===== config.mk =====
export PLATFORM = sky130hd
export DESIGN_NAME = alu_cmd_issuer
export DESIGN_NICKNAME = d
export VERILOG_FILES = /design/src/rtl/alu_cmd_issuer.sv
export SDC_FILE = /design/constraint.sdc
export NUM_CORES = 1
export LEC_CHECK = 0
export CAP_MARGIN = 20
export CORE_MARGIN = 4
export CORE_UTILIZATION = 54
export CTS_CLUSTER_DIAMETER = 40
export CTS_CLUSTER_SIZE = 8
export DETAILED_ROUTE_END_ITERATION = 10
export PLACE_DENSITY_LB_ADDON = 0.1
export REMOVE_ABC_BUFFERS = 1
export SYNTH_ARGS = -nofsm -noshare
export SYNTH_HDL_FRONTEND = slang
export SYNTH_SLANG_ARGS = --single-unit
export TNS_END_PERCENT = 10

===== constraint.sdc =====
create_clock -name clk -period 4.4 [get_ports clk]
set_clock_uncertainty 0.1 [all_clocks]
set_input_delay 0.88 -clock clk [delete_from_list [all_inputs] [get_ports clk]]
set_output_delay 0.88 -clock clk [all_outputs]
set_load 0.005 [all_outputs]

===== src/rtl/alu_cmd_issuer.sv =====
// Command front end for the 10-op ALU: queues tagged commands, drives the ALU from registers,
// samples the result after ALU_LAT cycles and returns it over a valid/ready response stream.
module alu_cmd_issuer #(
    parameter int unsigned WIDTH   = 32,
    parameter int unsigned SHW     = 5,
    parameter int unsigned TAGW    = 4,
    parameter int unsigned DEPTH   = 4,
    parameter int unsigned ALU_LAT = 1
) (
    input  logic             clk,
    input  logic             rst,
    input  logic             cmd_valid,
    output logic             cmd_ready,
    input  logic [3:0]       cmd_opcode,
    input  logic [WIDTH-1:0] cmd_a,
    input  logic [WIDTH-1:0] cmd_b,
    input  logic [SHW-1:0]   cmd_shift,
    input  logic [TAGW-1:0]  cmd_tag,
    output logic [3:0]       opcode,
    output logic [WIDTH-1:0] input1,
    output logic [WIDTH-1:0] input2,
    output logic [SHW-1:0]   shiftValue,
    input  logic [WIDTH-1:0] alu_result,
    input  logic             alu_carry,
    output logic             rsp_valid,
    input  logic             rsp_ready,
    output logic [WIDTH-1:0] rsp_result,
    output logic             rsp_carry,
    output logic [TAGW-1:0]  rsp_tag,
    output logic             rsp_illegal,
    output logic             busy
);

    localparam int unsigned PtrW = $clog2(DEPTH);
    localparam int unsigned CntW = (ALU_LAT < 2) ? 1 : $clog2(ALU_LAT + 1);

    typedef struct packed {
        logic [3:0]       op;
        logic [WIDTH-1:0] a;
        logic [WIDTH-1:0] b;
        logic [SHW-1:0]   sh;
        logic [TAGW-1:0]  tag;
    } entry_t;

    typedef enum logic [1:0] {StIdle, StWait, StHold} state_e;

    entry_t          mem_q [DEPTH];
    logic [PtrW:0]   wr_ptr_q, rd_ptr_q;
    logic            full, empty, push, pop;
    entry_t          head;

    state_e          state_q;
    logic [CntW-1:0] cnt_q;
    logic [TAGW-1:0] cur_tag_q;
    logic [3:0]      opcode_q;
    logic [WIDTH-1:0] input1_q, input2_q;
    logic [SHW-1:0]  shift_q;
    logic            rsp_valid_q, rsp_carry_q, rsp_illegal_q;
    logic [WIDTH-1:0] rsp_result_q;
    logic [TAGW-1:0] rsp_tag_q;
    logic            is_cmp, cmp_bit;

    // Extra pointer MSB distinguishes full from empty when the index bits match.
    assign empty = (wr_ptr_q == rd_ptr_q);
    assign full  = (wr_ptr_q[PtrW] != rd_ptr_q[PtrW]) &&
                   (wr_ptr_q[PtrW-1:0] == rd_ptr_q[PtrW-1:0]);
    assign head  = mem_q[rd_ptr_q[PtrW-1:0]];

    assign cmd_ready = !full && !rst;
    assign push      = cmd_valid && cmd_ready;
    assign pop       = (state_q == StIdle) && !empty && !rst;

    always_ff @(posedge clk) begin
        if (rst) begin
            wr_ptr_q <= '0;
            rd_ptr_q <= '0;
        end else begin
            if (push) begin
                mem_q[wr_ptr_q[PtrW-1:0]] <= '{op: cmd_opcode, a: cmd_a, b: cmd_b,
                                                sh: cmd_shift, tag: cmd_tag};
                wr_ptr_q <= wr_ptr_q + 1'b1;
            end
            if (pop) begin
                rd_ptr_q <= rd_ptr_q + 1'b1;
            end
        end
    end

    // The ALU leaves compare results unassigned, so they are evaluated here.
    always_comb begin
        is_cmp  = 1'b0;
        cmp_bit = 1'b0;
        unique case (opcode_q)
            4'd0: begin
                is_cmp  = 1'b1;
                cmp_bit = $signed(input1_q) >= $signed(input2_q);
            end
            4'd2: begin
                is_cmp  = 1'b1;
                cmp_bit = $signed(input1_q) > $signed(input2_q);
            end
            4'd3: begin
                is_cmp  = 1'b1;
                cmp_bit = $signed(input1_q) < $signed(input2_q);
            end
            4'd6: begin
                is_cmp  = 1'b1;
                cmp_bit = input1_q < input2_q;
            end
            default: ;
        endcase
    end

    always_ff @(posedge clk) begin
        if (rst) begin
            state_q       <= StIdle;
            cnt_q         <= '0;
            cur_tag_q     <= '0;
            opcode_q      <= '0;
            input1_q      <= '0;
            input2_q      <= '0;
            shift_q       <= '0;
            rsp_valid_q   <= 1'b0;
            rsp_result_q  <= '0;
            rsp_carry_q   <= 1'b0;
            rsp_tag_q     <= '0;
            rsp_illegal_q <= 1'b0;
        end else begin
            unique case (state_q)
                StIdle: begin
                    if (!empty) begin
                        if (head.op < 4'd10) begin
                            opcode_q  <= head.op;
                            input1_q  <= head.a;
                            input2_q  <= head.b;
                            shift_q   <= head.sh;
                            cur_tag_q <= head.tag;
                            cnt_q     <= CntW'(ALU_LAT);
                            state_q   <= StWait;
                        end else begin
                            rsp_result_q  <= '0;
                            rsp_carry_q   <= 1'b0;
                            rsp_illegal_q <= 1'b1;
                            rsp_tag_q     <= head.tag;
                            rsp_valid_q   <= 1'b1;
                            state_q       <= StHold;
                        end
                    end
                end
                StWait: begin
                    cnt_q <= cnt_q - 1'b1;
                    if (cnt_q == CntW'(1)) begin
                        rsp_result_q  <= is_cmp ? WIDTH'(cmp_bit) : alu_result;
                        rsp_carry_q   <= is_cmp ? 1'b0 : alu_carry;
                        rsp_tag_q     <= cur_tag_q;
                        rsp_illegal_q <= 1'b0;
                        rsp_valid_q   <= 1'b1;
                        state_q       <= StHold;
                    end
                end
                StHold: begin
                    if (rsp_ready) begin
                        rsp_valid_q <= 1'b0;
                        state_q     <= StIdle;
                    end
                end
                default: state_q <= StIdle;
            endcase
        end
    end

    assign opcode      = opcode_q;
    assign input1      = input1_q;
    assign input2      = input2_q;
    assign shiftValue  = shift_q;
    assign rsp_valid   = rsp_valid_q;
    assign rsp_result  = rsp_result_q;
    assign rsp_carry   = rsp_carry_q;
    assign rsp_tag     = rsp_tag_q;
    assign rsp_illegal = rsp_illegal_q;
    assign busy        = (state_q != StIdle) || !empty;

endmodule


==> After elaboration in Yosys (flattened, before gate mapping) <==
Memory sizes are Yosys's and may differ from the RTL's. A register that Yosys moved wholly into a read port is not among the register bits.
Index checks and enable logic that the tools add are counted.
{ "totals": {"register_bits": 125, "mem_bits_rw": 308, "inputBits": 114, "output_inout_bits": 114, "wordCells": 93, "n_memories": 1} }
{ "op_classes": {"add_sub_neg": 3, "order_cmp": 5, "eq_ne": 13, "n_mux": 36, "bitwise_logic": 1, "reduce_logical": 20} }
{ "memory_table": {"columns": ["name", "depth", "width", "rd", "rd_clocked_by_memory_dff", "wr", "line_no", "text"], "rows": [
  ["mem_q", 4, 77, 1, 1, 1, "47", "entry_t mem_q [DEPTH];"]
]} }
{ "ops": {"columns": ["cell", "n"], "rows": [
  ["32-bit two-way mux", 4],
  ["32-bit less-than comparator", 2],
  ["32-bit one-hot mux with 2 select lines", 1],
  ["32-bit greater-or-equal comparator", 1],
  ["32-bit > comparator", 1],
  ["1-bit two-way mux", 15],
  ["2-bit two-way mux", 6],
  ["4-bit two-way mux", 3],
  ["3-bit AND reduction", 3],
  ["4-bit by 2-bit == test with 1-bit output, second input constant", 2],
  ["2-bit != test, second input constant", 4],
  ["4-bit one-hot mux with 2 select lines", 1],
  ["3-bit by 1-bit adder with 3-bit output, second input constant", 2],
  ["1-bit one-hot mux with 2 select lines", 3],
  ["2-bit one-hot mux with 3 select lines", 1],
  ["1-bit logical AND", 5],
  ["5-bit AND reduction", 1],
  ["4-bit by 3-bit == test with 1-bit output, second input constant", 1],
  ["4-bit zero test", 1],
  ["4-bit less-than comparator, second input constant", 1],
  ["1-bit one-hot mux with 4 select lines", 1],
  ["4-bit AND reduction", 1],
  ["2-bit nonzero test", 2],
  ["4-bit OR reduction", 1],
  ["other kinds (13)", 15]
]} }

==> Longest topological paths before layout <==
Gate-level depths: netlist of run 1.
{ "logic_depth": {"ltp_word": 8, "ltp_mapped": 10, "ltp_nobuf": 10} }

==> Worst setup path before layout of run 1 <==
No wires, ideal clock.
{ "synth_path": {"path_type": "input-to-reg", "from": "in rst", "to": "mem mem_q[3][0] (netlist name) (enable)", "setup_time_ps": 446, "t_arrival_ps": 3249, "required_ps": 3854, "path_slack_ps": 605, "path_stages": 3, "path_buffers": 1, "path_cell_list": "clkbuf_1 > a21oi_1 > and3_1"} }
{ "synth_via": {"elab_chain_len": 6} }
{ "synth_rtl": {"columns": ["element", "line_no", "text"], "rows": [
  ["from (decl)", "11", "input logic rst,"],
  ["1-bit zero test", "69", "assign cmd_ready = !full && !rst;"],
  ["1-bit logical AND", "69", null],
  ["via cmd_ready", "13", "output logic cmd_ready,"],
  ["1-bit logical AND", "70", "assign push = cmd_valid && cmd_ready;"],
  ["1-bit two-way mux", "78", "if (push) begin"],
  ["1-bit two-way mux", "74", "if (rst) begin"],
  ["1-bit two-way mux (implied by the code)", "79", "mem_q[wr_ptr_q[PtrW-1:0]] <= '{op: cmd_opcode, a: cmd_a, b: cmd_b,"],
  ["to (decl)", "47", null]
]} }
The timed path passes the listed nets, and every way through them passes these cells.

==> Worst setup path after layout of run 1 <==
{ "layout_path": {"from": "reg wr_ptr_q[0]", "to": "out cmd_ready"} }
{ "layout_via": {"elab_chain_len": 4} }
{ "layout_rtl": {"columns": ["element", "line_no", "text"], "rows": [
  ["from (decl)", "48", "logic [PtrW:0] wr_ptr_q, rd_ptr_q;"],
  ["from (signal assigned)", "81", "wr_ptr_q <= wr_ptr_q + 1'b1;"],
  ["2-bit == test", "66", "(wr_ptr_q[PtrW-1:0] == rd_ptr_q[PtrW-1:0]);"],
  ["1-bit logical AND", "65", "assign full = (wr_ptr_q[PtrW] != rd_ptr_q[PtrW]) &&"],
  ["1-bit zero test", "69", null],
  ["1-bit logical AND", "69", null],
  ["to (decl)", "13", null]
]} }
No other way between the ends.

==> run summary, run 1 <==
The final routed DRC violation total is 0. After detailed routing, the average wire length per cell comes to 20.4 µm. Net switching is 29.8% of the power. The relative slew slack was 32.4%; the number of hold-repair buffers added at the cts stage was 0. Summed over all nets, the switching power comes to 0.00386 W. In this run the worst hold path is classified as flip-flop to flip-flop.

In the global route stage, met2 resource usage came out at 36.7%. For this run, the share of the core covered by cells in the final layout is 70.2%. For the routed wire length, the log shows 35600 µm.

On the final layout, the worst hold slack is 0.346 ns. A synthesized cell averages 15.4 µm². The chip height is 183 µm. Setup repair after global routing left no endpoint under its margin. Tracing the worst setup path back leads to its startpoint at wr_ptr_q[0]$_SDFFE_PP0P_.

The logs give 0 for the post-CTS resize count and 2 for the CTS H-tree depth. The end of the worst register-to-register path was rsp_result[0]$_SDFFE_PP0P_. The Yosys step of the flow raised 0 warnings. The critical path endpoint is cmd_ready. The logs give 3 for the number of buffers between clock root and the deepest sink and 0.0334 mm² for the total die area. Dividing the final minimum period by the clock period gives 74.0%. For the number of CTS-inserted buffers, the log shows 61.

For the number of antenna violations at the first check in global routing, the log shows 0. Counting flops with an async set or reset pin after synthesis yields a share of 0%. The cell sitting at the root of the clock tree is a sky130_fd_sc_hd__clkbuf_16. In the global route stage, met3 resource usage came out at 5.34%. Yosys mapped the design onto 44 distinct sky130hd cell types.

The pre-antenna-repair detailed-routing pass consisted of 5 iterations. Adding up every negative setup slack in the final design gives 0 ns. The fraction of met1 tracks used by global routing is 27.2%, and the post-CTS clock slew at the launch and capture registers of the worst setup and hold paths is 0.05 ns.

The analysis attributes to cell leakage a power of 6.95 nW. Once detailed placement completed, the half-perimeter wirelength came to 21300 µm. The tools report the final standard cell count with taps included and fillers excluded as 1751. Entering global routing, the biggest net connects 79 pins. The internal power of the cells totals 0.00911 W.

Area of the core region: 0.0299 mm². The run finished with clean final reports. The area growth from synthesis to layout is 27.2%. The via count of the first global-routing pass was 9927; the number of fill cells in the layout was 2034. For the number of top-level pins, the log shows 228. Endpoint class of the critical path: an output port. The routed layout has 9595 vias. Combinational logic burns 27.5% of the power. The run gives 0 as the count of final setup violators.

Cell count of the worst reg-to-reg path: 10. Post-synthesis instance area: 0.0165 mm². Synthesis produced a netlist whose cell count is 1072. The sequential cell area fraction in the yosys report was 71.5%; the part of the power in the clock network was 32.7%.

The instance count after placement with tap cells included was 1643. Power spread over the standard cell area amounts to 618 mW/mm². The violation count after the first detailed-routing iteration is 653, and the worst hold path cell count is 2. The wire length of the first global-routing pass was 55200 µm; the port buffer count was 227.

IR analysis of the VDD net gives a maximum drop of 394 µV. The later pin in the worst-skew pair is clocked with a latency of 0.58 ns. The run gives 0 as the residual overflow from global routing.

In the synthesized netlist the dominant register cell turns out to be sky130_fd_sc_hd__edfxtp_1. The fraction of layout instances using a drive strength above 1 is 12.8%, and the post-detailed-route count of antenna-violating nets is 0. The measured slew at the worst slew-check pin is 1.01 ns, and the placement row count is 63. The register bit total from synthesis is 435, and the number of hold-slack violations in the final timing report is 0. The required time reported for the critical path endpoint was 3.42 ns. The repair_antennas step left the layout with diodes totalling 0. In this run the critical register-to-register path is launched from input2[11]$_SDFFE_PP0P_.

Data arrives at the worst endpoint at 2.27 ns. The nature of the critical path startpoint is a flip-flop. Global routing consumed, over all layers together, 21.2% of the routing resources. After detailed placement, the total cell area comes to 0.0192 mm². The congestion estimate from routability-driven global placement came to 0.759. The ratio of routed vias to standard cells works out to 5.48. In this run the post-CTS setup repair buffer count came out at 0. The logs give 1.39 ns for the reg2reg setup slack and 0.0210 mm² for the area of all placed cells without fillers. The routing layer with the top usage in global route was met2. The number of sinks on the clock net came out at 435. The highest net fanout along the worst path came out at 6.

TritonCTS built the clock tree. At the end of the flow, the number of nets in the layout was 1467. The portion of total power attributed to sequential cells was 39.8%.

The worst setup path is of the flip-flop to output port kind. Based on the critical path, the design can be clocked at up to 0.307 GHz. The run gives 0 as the final number of max-transition violations. The clock period could shrink to 3.25 ns. The tools report the starting density of the core as 55.2%. In this run, synthesis inferred 308 flip-flops with an integrated enable. For the number of max-cap violations, the log shows 0.

The die extent in x works out to 183 µm.
==> registers in the layout (all words and copies together), names as in the netlist, 4 cells and up, named ones only <==
signal      flops
cur_tag_q       4
input1         32
input2         32
mem_q         308
opcode          4
rsp_result     32
rsp_tag         4
shiftValue      5
==> power by group through the flow <==
stage | Combinational (W) | Sequential [W] | Clock [W]
5_1_grt | 0.00396 | 0.00523 | 0.00453
6_report | 0.00357 | 0.00517 | 0.00424
4_1_cts | 0.00364 | 0.00518 | 0.00433
2_1_floorplan | 0.00208 | 0.00528 | 0
3_5_place_dp | 0.00362 | 0.00525 | 0
3_3_place_gp | 0.00355 | 0.00524 | 0
==> per-stage QoR <==
step / power [W] / setup slack [ns]
2_1_floorplan: 0.00736 / -1.44
3_3_place_gp: 0.00879 / 1.37
3_5_place_dp: 0.00887 / 1.37
4_1_cts: 0.0131 / 1.09
5_1_grt: 0.0137 / 0.989
6_report: 0.0130 / 1.15
==> layer usage <==
| metal | share of wire (%) | up-vias | wire length [µm] |
|---|---|---|---|
| met1 | 40 | 4742 | 14300 |
| li1 | - | 4511 | - |
| met5 | 0 | - | 0 |
| met2 | 50 | 297 | 17800 |
| met3 | 8.1 | 45 | 2890 |
| met4 | 1.7 | 0 | 599 |
==> synth_stat cells (3+ instances only) <==
library cell / number / area share (%)
sky130_fd_sc_hd__a21oi_1: 100 / 3.0
sky130_fd_sc_hd__a22oi_1: 35 / 1.6
sky130_fd_sc_hd__and3_1: 4 / 0.15
sky130_fd_sc_hd__buf_1: 3 / 0.068
sky130_fd_sc_hd__buf_2: 8 / 0.24
sky130_fd_sc_hd__clkbuf_1: 45 / 1.0
sky130_fd_sc_hd__dfxtp_1: 127 / 15
sky130_fd_sc_hd__edfxtp_1: 308 / 56
sky130_fd_sc_hd__ha_1: 37 / 2.8
sky130_fd_sc_hd__inv_1: 37 / 0.84
sky130_fd_sc_hd__mux2i_1: 6 / 0.36
sky130_fd_sc_hd__mux4_2: 77 / 11
sky130_fd_sc_hd__nand2_1: 167 / 3.8
sky130_fd_sc_hd__nand3_1: 3 / 0.091
sky130_fd_sc_hd__nand4_1: 3 / 0.11
sky130_fd_sc_hd__nor2_1: 59 / 1.3
sky130_fd_sc_hd__nor2b_1: 3 / 0.11
sky130_fd_sc_hd__nor3_1: 7 / 0.21
sky130_fd_sc_hd__o21ai_0: 3 / 0.091
sky130_fd_sc_hd__o21ai_1: 3 / 0.091
sky130_fd_sc_hd__xnor2_1: 3 / 0.16
sky130_fd_sc_hd__xor2_1: 5 / 0.27
==> cells by family after synthesis <==
family / count (synthesis) / share of synthesized area [%]
buf+inv: 94 / 2.22
fa+ha+maj: 37 / 2.81
xor+xnor: 8 / 0.425
compound gates: 155 / 5.55
mux: 83 / 10.9
simple gates: 260 / 6.60
flops: 435 / 71.5
==> placed cells by master (no fill, tap or decap), types with 6 or more instances in the layout <==
master,synthesis,routed
sky130_fd_sc_hd__clkdlybuf4s50_1,0,226
sky130_fd_sc_hd__edfxtp_1,308,308
sky130_fd_sc_hd__a21oi_1,100,100
sky130_fd_sc_hd__mux4_2,77,77
sky130_fd_sc_hd__mux2i_1,6,6
sky130_fd_sc_hd__clkbuf_16,0,61
sky130_fd_sc_hd__nand2_1,167,166
sky130_fd_sc_hd__ha_1,37,37
sky130_fd_sc_hd__clkbuf_1,45,39
sky130_fd_sc_hd__a22oi_1,35,35
sky130_fd_sc_hd__nor2_1,59,58
sky130_fd_sc_hd__buf_4,1,7
sky130_fd_sc_hd__dfxtp_1,127,125
sky130_fd_sc_hd__nor3_1,7,7
sky130_fd_sc_hd__inv_1,37,37
==> final cells by class <==
class                      instances  area (µm²)  area share [%]
tap                              390         488            2.33
clock buffer                     105        1740            8.30
timing repair buffer             238        2410            11.5
inverter                          37         139           0.662
sequential                       435       11800            56.2
clock inverter                     3        37.5           0.179
multi-input combinational        543        4360            20.8
==> worst max-delay path, cell delays in order (launching register included) <==
cell                              delay (ns)
sky130_fd_sc_hd__dfxtp_1                0.44
sky130_fd_sc_hd__xor2_1                 0.20
sky130_fd_sc_hd__nor2_1                 0.07
sky130_fd_sc_hd__a21oi_1                0.38
sky130_fd_sc_hd__clkdlybuf4s50_1        0.60
==> worst min path at each step <==
stage	startpoint	end	slack, ns
after floorplan	cur_tag_q[0]$_SDFFE_PP0P_	cur_tag_q[0]$_SDFFE_PP0P_	0.33
after global placement	rsp_illegal$_SDFFE_PP0P_	rsp_illegal$_SDFFE_PP0P_	0.33
after detailed placement	rsp_illegal$_SDFFE_PP0P_	rsp_illegal$_SDFFE_PP0P_	0.34
after CTS	rsp_illegal$_SDFFE_PP0P_	rsp_illegal$_SDFFE_PP0P_	0.34
after global routing	cur_tag_q[2]$_SDFFE_PP0P_	cur_tag_q[2]$_SDFFE_PP0P_	0.37
final	rsp_illegal$_SDFFE_PP0P_	rsp_illegal$_SDFFE_PP0P_	0.35
Note: power is estimated with default switching activity, not from simulation.
==> run 2, diff against run 1 <==
==> constraint.sdc (replaced) <==
create_clock -name clk -period 3.4 [get_ports clk]
set_clock_uncertainty 0.1 [all_clocks]
set_input_delay 0.68 -clock clk [delete_from_list [all_inputs] [get_ports clk]]
set_output_delay 0.68 -clock clk [all_outputs]
set_load 0.005 [all_outputs]
==> run 2 against run 1 <==
Effect of this change: global-route usage increased by 0.59 points; cell count increased by 0.86%; power increased by 31%; first-iteration DRC count decreased by 11%; hold slack got worse by 0.0018 ns; sequential power increased by 28%; via count increased by 1.3%; critical path depth unchanged; clock power increased by 31%; setup slack got worse by 0.81 ns; wire length increased by 2.4%; largest power group unchanged.
==> run summary, run 2 (synthesized netlist as in run 1, its figures left out) <==
TritonCTS built the clock tree. Via count of the first global-routing pass: 10100 (+1.7%). The run gives 586 µV (+49%) as the worst voltage drop across the vdd grid. The relative slew slack was 29.7% (-2.7 points). The run gives 0.57 ns (about the same) as the insertion delay of the later-clocked pin in the worst-skew pair.

The starting density of the core was 55.2% (unchanged); the post-CTS clock slew at the launch and capture registers of the worst setup and hold paths was 0.05 ns (about the same). The chip height was 183 µm (unchanged). The post-detailed-route count of antenna-violating nets came out at 0 (unchanged). The flip-flop count of the largest register, all copies and words added was 308 (unchanged). The logs give 5.36% (+0.020 points) for the met3 usage in global routing and 0 (unchanged) for the final number of max-transition violations. The measured slew at the worst slew-check pin is 1.05 ns (+0.0411 ns). The total global-route track usage is 21.8% (+0.59 points). Most common library cell in the layout ignoring fill and taps: sky130_fd_sc_hd__edfxtp_1. For the minimum setup slack after placement, the log shows 0.541 ns (-0.824 ns). Worst hold endpoint: rsp_illegal$_SDFFE_PP0P_. Total via count after detailed routing: 9722 (+1.3%). The cell type group with the largest total delay on the critical path was buffers and inverters.

For the placement row count, the log shows 63 (unchanged). The instance count after placement with tap cells included was 1655 (+0.73%); the placed wire-length estimate was 22300 µm (+4.6%). The tools report the met2 track demand over resource as 36.8% (+0.089 points). The total die area is 0.0334 mm² (unchanged).

The average detailed-routed wire length per instance came out at 20.7 µm (+1.6%). The overall power consumption is 0.0170 W (+31%). In the finished design, the share of the clock period the worst path needs comes to 90.1%.

The run gives 1479 (+0.82%) as the layout net count. The reg2reg setup slack is 0.57 ns (-0.82 ns). The wire length of the first global-routing pass was 56700 µm (+2.8%); the port buffer count was 227 (unchanged).

The count of final setup violators is 0 (unchanged). Die extent in x: 183 µm (unchanged). The logs give 0 (unchanged) for the post-CTS resize count and 0 (unchanged) for the number of max-cap violations. The run gives 0 (unchanged) as the final routed DRC violation total.

For the area of the core region, the log shows 0.0299 mm² (unchanged). The ratio of routed vias to standard cells was 5.51 (+0.46%). The total negative slack was 0 ns (unchanged); the highest net fanout along the worst path was 6 (unchanged). The peak per-stage delay on the critical path works out to 0.62 ns (+0.02 ns). The cell count of the worst reg-to-reg path came out at 10 (unchanged).

The number of top-level pins is 228 (unchanged), and the first-pass detailed-route iteration total is 5 (unchanged). Weighted congestion at the end of routability-driven global placement: 0.787 (+3.7%). The setup fix buffers added after clock tree synthesis is 0 (unchanged), and the number of antenna violations at the first check in global routing is 0 (unchanged). The path class of the tightest hold or removal check is flip-flop to flip-flop.

On the critical path, the stage with the largest delay is an instance of sky130_fd_sc_hd__clkdlybuf4s50_1. The number of fill cells in the layout came out at 2065 (+1.5%). For the endpoint arrival time on the critical path, the log shows 2.28 ns (about the same). In this run the most critical hold path is launched from rsp_illegal$_SDFFE_PP0P_. Fraction of layout instances using a drive strength above 1: 13.5% (+0.73 points). The violation count after the first detailed-routing iteration is 580 (-11%), and the required time reported for the critical path endpoint is 2.62 ns (-0.80 ns). The number of hold-repair buffers added at the cts stage is 0 (unchanged). Type of the worst setup path: flip-flop to output port. From synthesis to final layout, the design area changed by 28.2%. Walking the worst path, the cells encountered are xor2_1 -> nor2_1 -> a21oi_1 -> clkdlybuf4s50_1. The CTS H-tree depth was 2 (unchanged). The power density over the cells was 806 mW/mm² (+30%).

The number of antenna cells inserted is 0 (unchanged), and the minimum setup slack in the final design is 0.335 ns (-0.810 ns). The library cells used most frequently in the layout, excluding fill and tap cells, are sky130_fd_sc_hd__edfxtp_1, sky130_fd_sc_hd__clkdlybuf4s50_1, sky130_fd_sc_hd__nand2_1. The end of the worst register-to-register path was rsp_result[0]$_SDFFE_PP0P_. The run gives 435 (unchanged) as the number of sinks on the clock net.

Residual overflow from global routing: 0 (unchanged). The pin count of the biggest net entering global routing was 69 (-13%). The run gives 1766 (+0.86%) as the final standard cell count with taps included and fillers excluded.

The tools report the highest attainable clock frequency as 0.326 GHz. The worst path buffer plus inverter count came out at 1 (unchanged). Total leakage power: 7.04 nW (+1.2%). For the number of hold-slack violations in the final timing report, the log shows 0 (unchanged). The cell depth of the worst setup path was 4 (unchanged). The number of buffers between clock root and the deepest sink is 3 (unchanged), and the worst hold path cell count is 2 (unchanged). met2 is the most crowded layer. The run finished with clean final reports.

The number of CTS-inserted buffers was 61 (unchanged); the routed wire length was 36500 µm (+2.4%). Setup repair after global routing left no endpoint under its margin. The root cell of the clock tree was sky130_fd_sc_hd__clkbuf_16. The worst setup path is launched from a flip-flop. STA classifies the critical path endpoint as an output port. The source of the worst register-to-register timing path is input2[11]$_SDFFE_PP0P_.

The fraction of met1 tracks used by global routing is 29.0% (+1.8 points), and the minimum clock period after layout is 3.06 ns.
==> run 2: final cells by class <==
cell class              instances  area (µm²)  area share (%)
flip-flops and latches        435       11800            55.8
multi-input cells             543        4360            20.7
clock inverters                 1        8.76          0.0414
repair buffers                250        2530            12.0
well taps                     390         488            2.31
clock buffers                 110        1800            8.53
inverters                      37         139           0.657
==> run 2: power breakdown <==
group	total, W	internal [W]	switching [W]	leakage [nW]
logic	0.00483	0.00226	0.00257	2.34
registers	0.00662	0.00622	0.000409	3.83
clock network	0.00557	0.00351	0.00206	0.866
total	0.0170	0.0120	0.00504	7.04
==> run 2: per-stage QoR <==
step                      hold slack, ns  utilization, %  instance area [µm²]
after floorplan                    0.330               -                16300
after global placement             0.336            64.7                19300
after detailed placement           0.337            64.7                19300
after CTS                          0.345            70.7                21100
after global routing               0.372            70.7                21100
final                              0.344            70.7                21100
==> run 2: how the worst max path moves through the flow <==
stage / start / slack [ns] / to
2_1_floorplan: flip-flop / -2.44 / input1[9]$_SDFFE_PP0P_
3_3_place_gp: input2[9]$_SDFFE_PP0P_ / 0.60 / rsp_result[0]$_SDFFE_PP0P_
3_5_place_dp: input2[11]$_SDFFE_PP0P_ / 0.54 / rsp_result[0]$_SDFFE_PP0P_
4_1_cts: wr_ptr_q[0]$_SDFFE_PP0P_ / 0.32 / cmd_ready
5_1_grt: wr_ptr_q[0]$_SDFFE_PP0P_ / 0.20 / cmd_ready
6_report: wr_ptr_q[0]$_SDFFE_PP0P_ / 0.34 / cmd_ready
==> run 2: per-layer routing <==
layer	share of wire, %	routed length, µm
met2	48	17700
met3	7.9	2870
met5	0	0
met1	42	15300
met4	1.8	656
==> run 2: tightest hold or removal path, stage by stage (launching register included) <==
cell and delay (ns):
sky130_fd_sc_hd__dfxtp_1 0.30, sky130_fd_sc_hd__inv_1 0.05, sky130_fd_sc_hd__a21boi_1 0.04
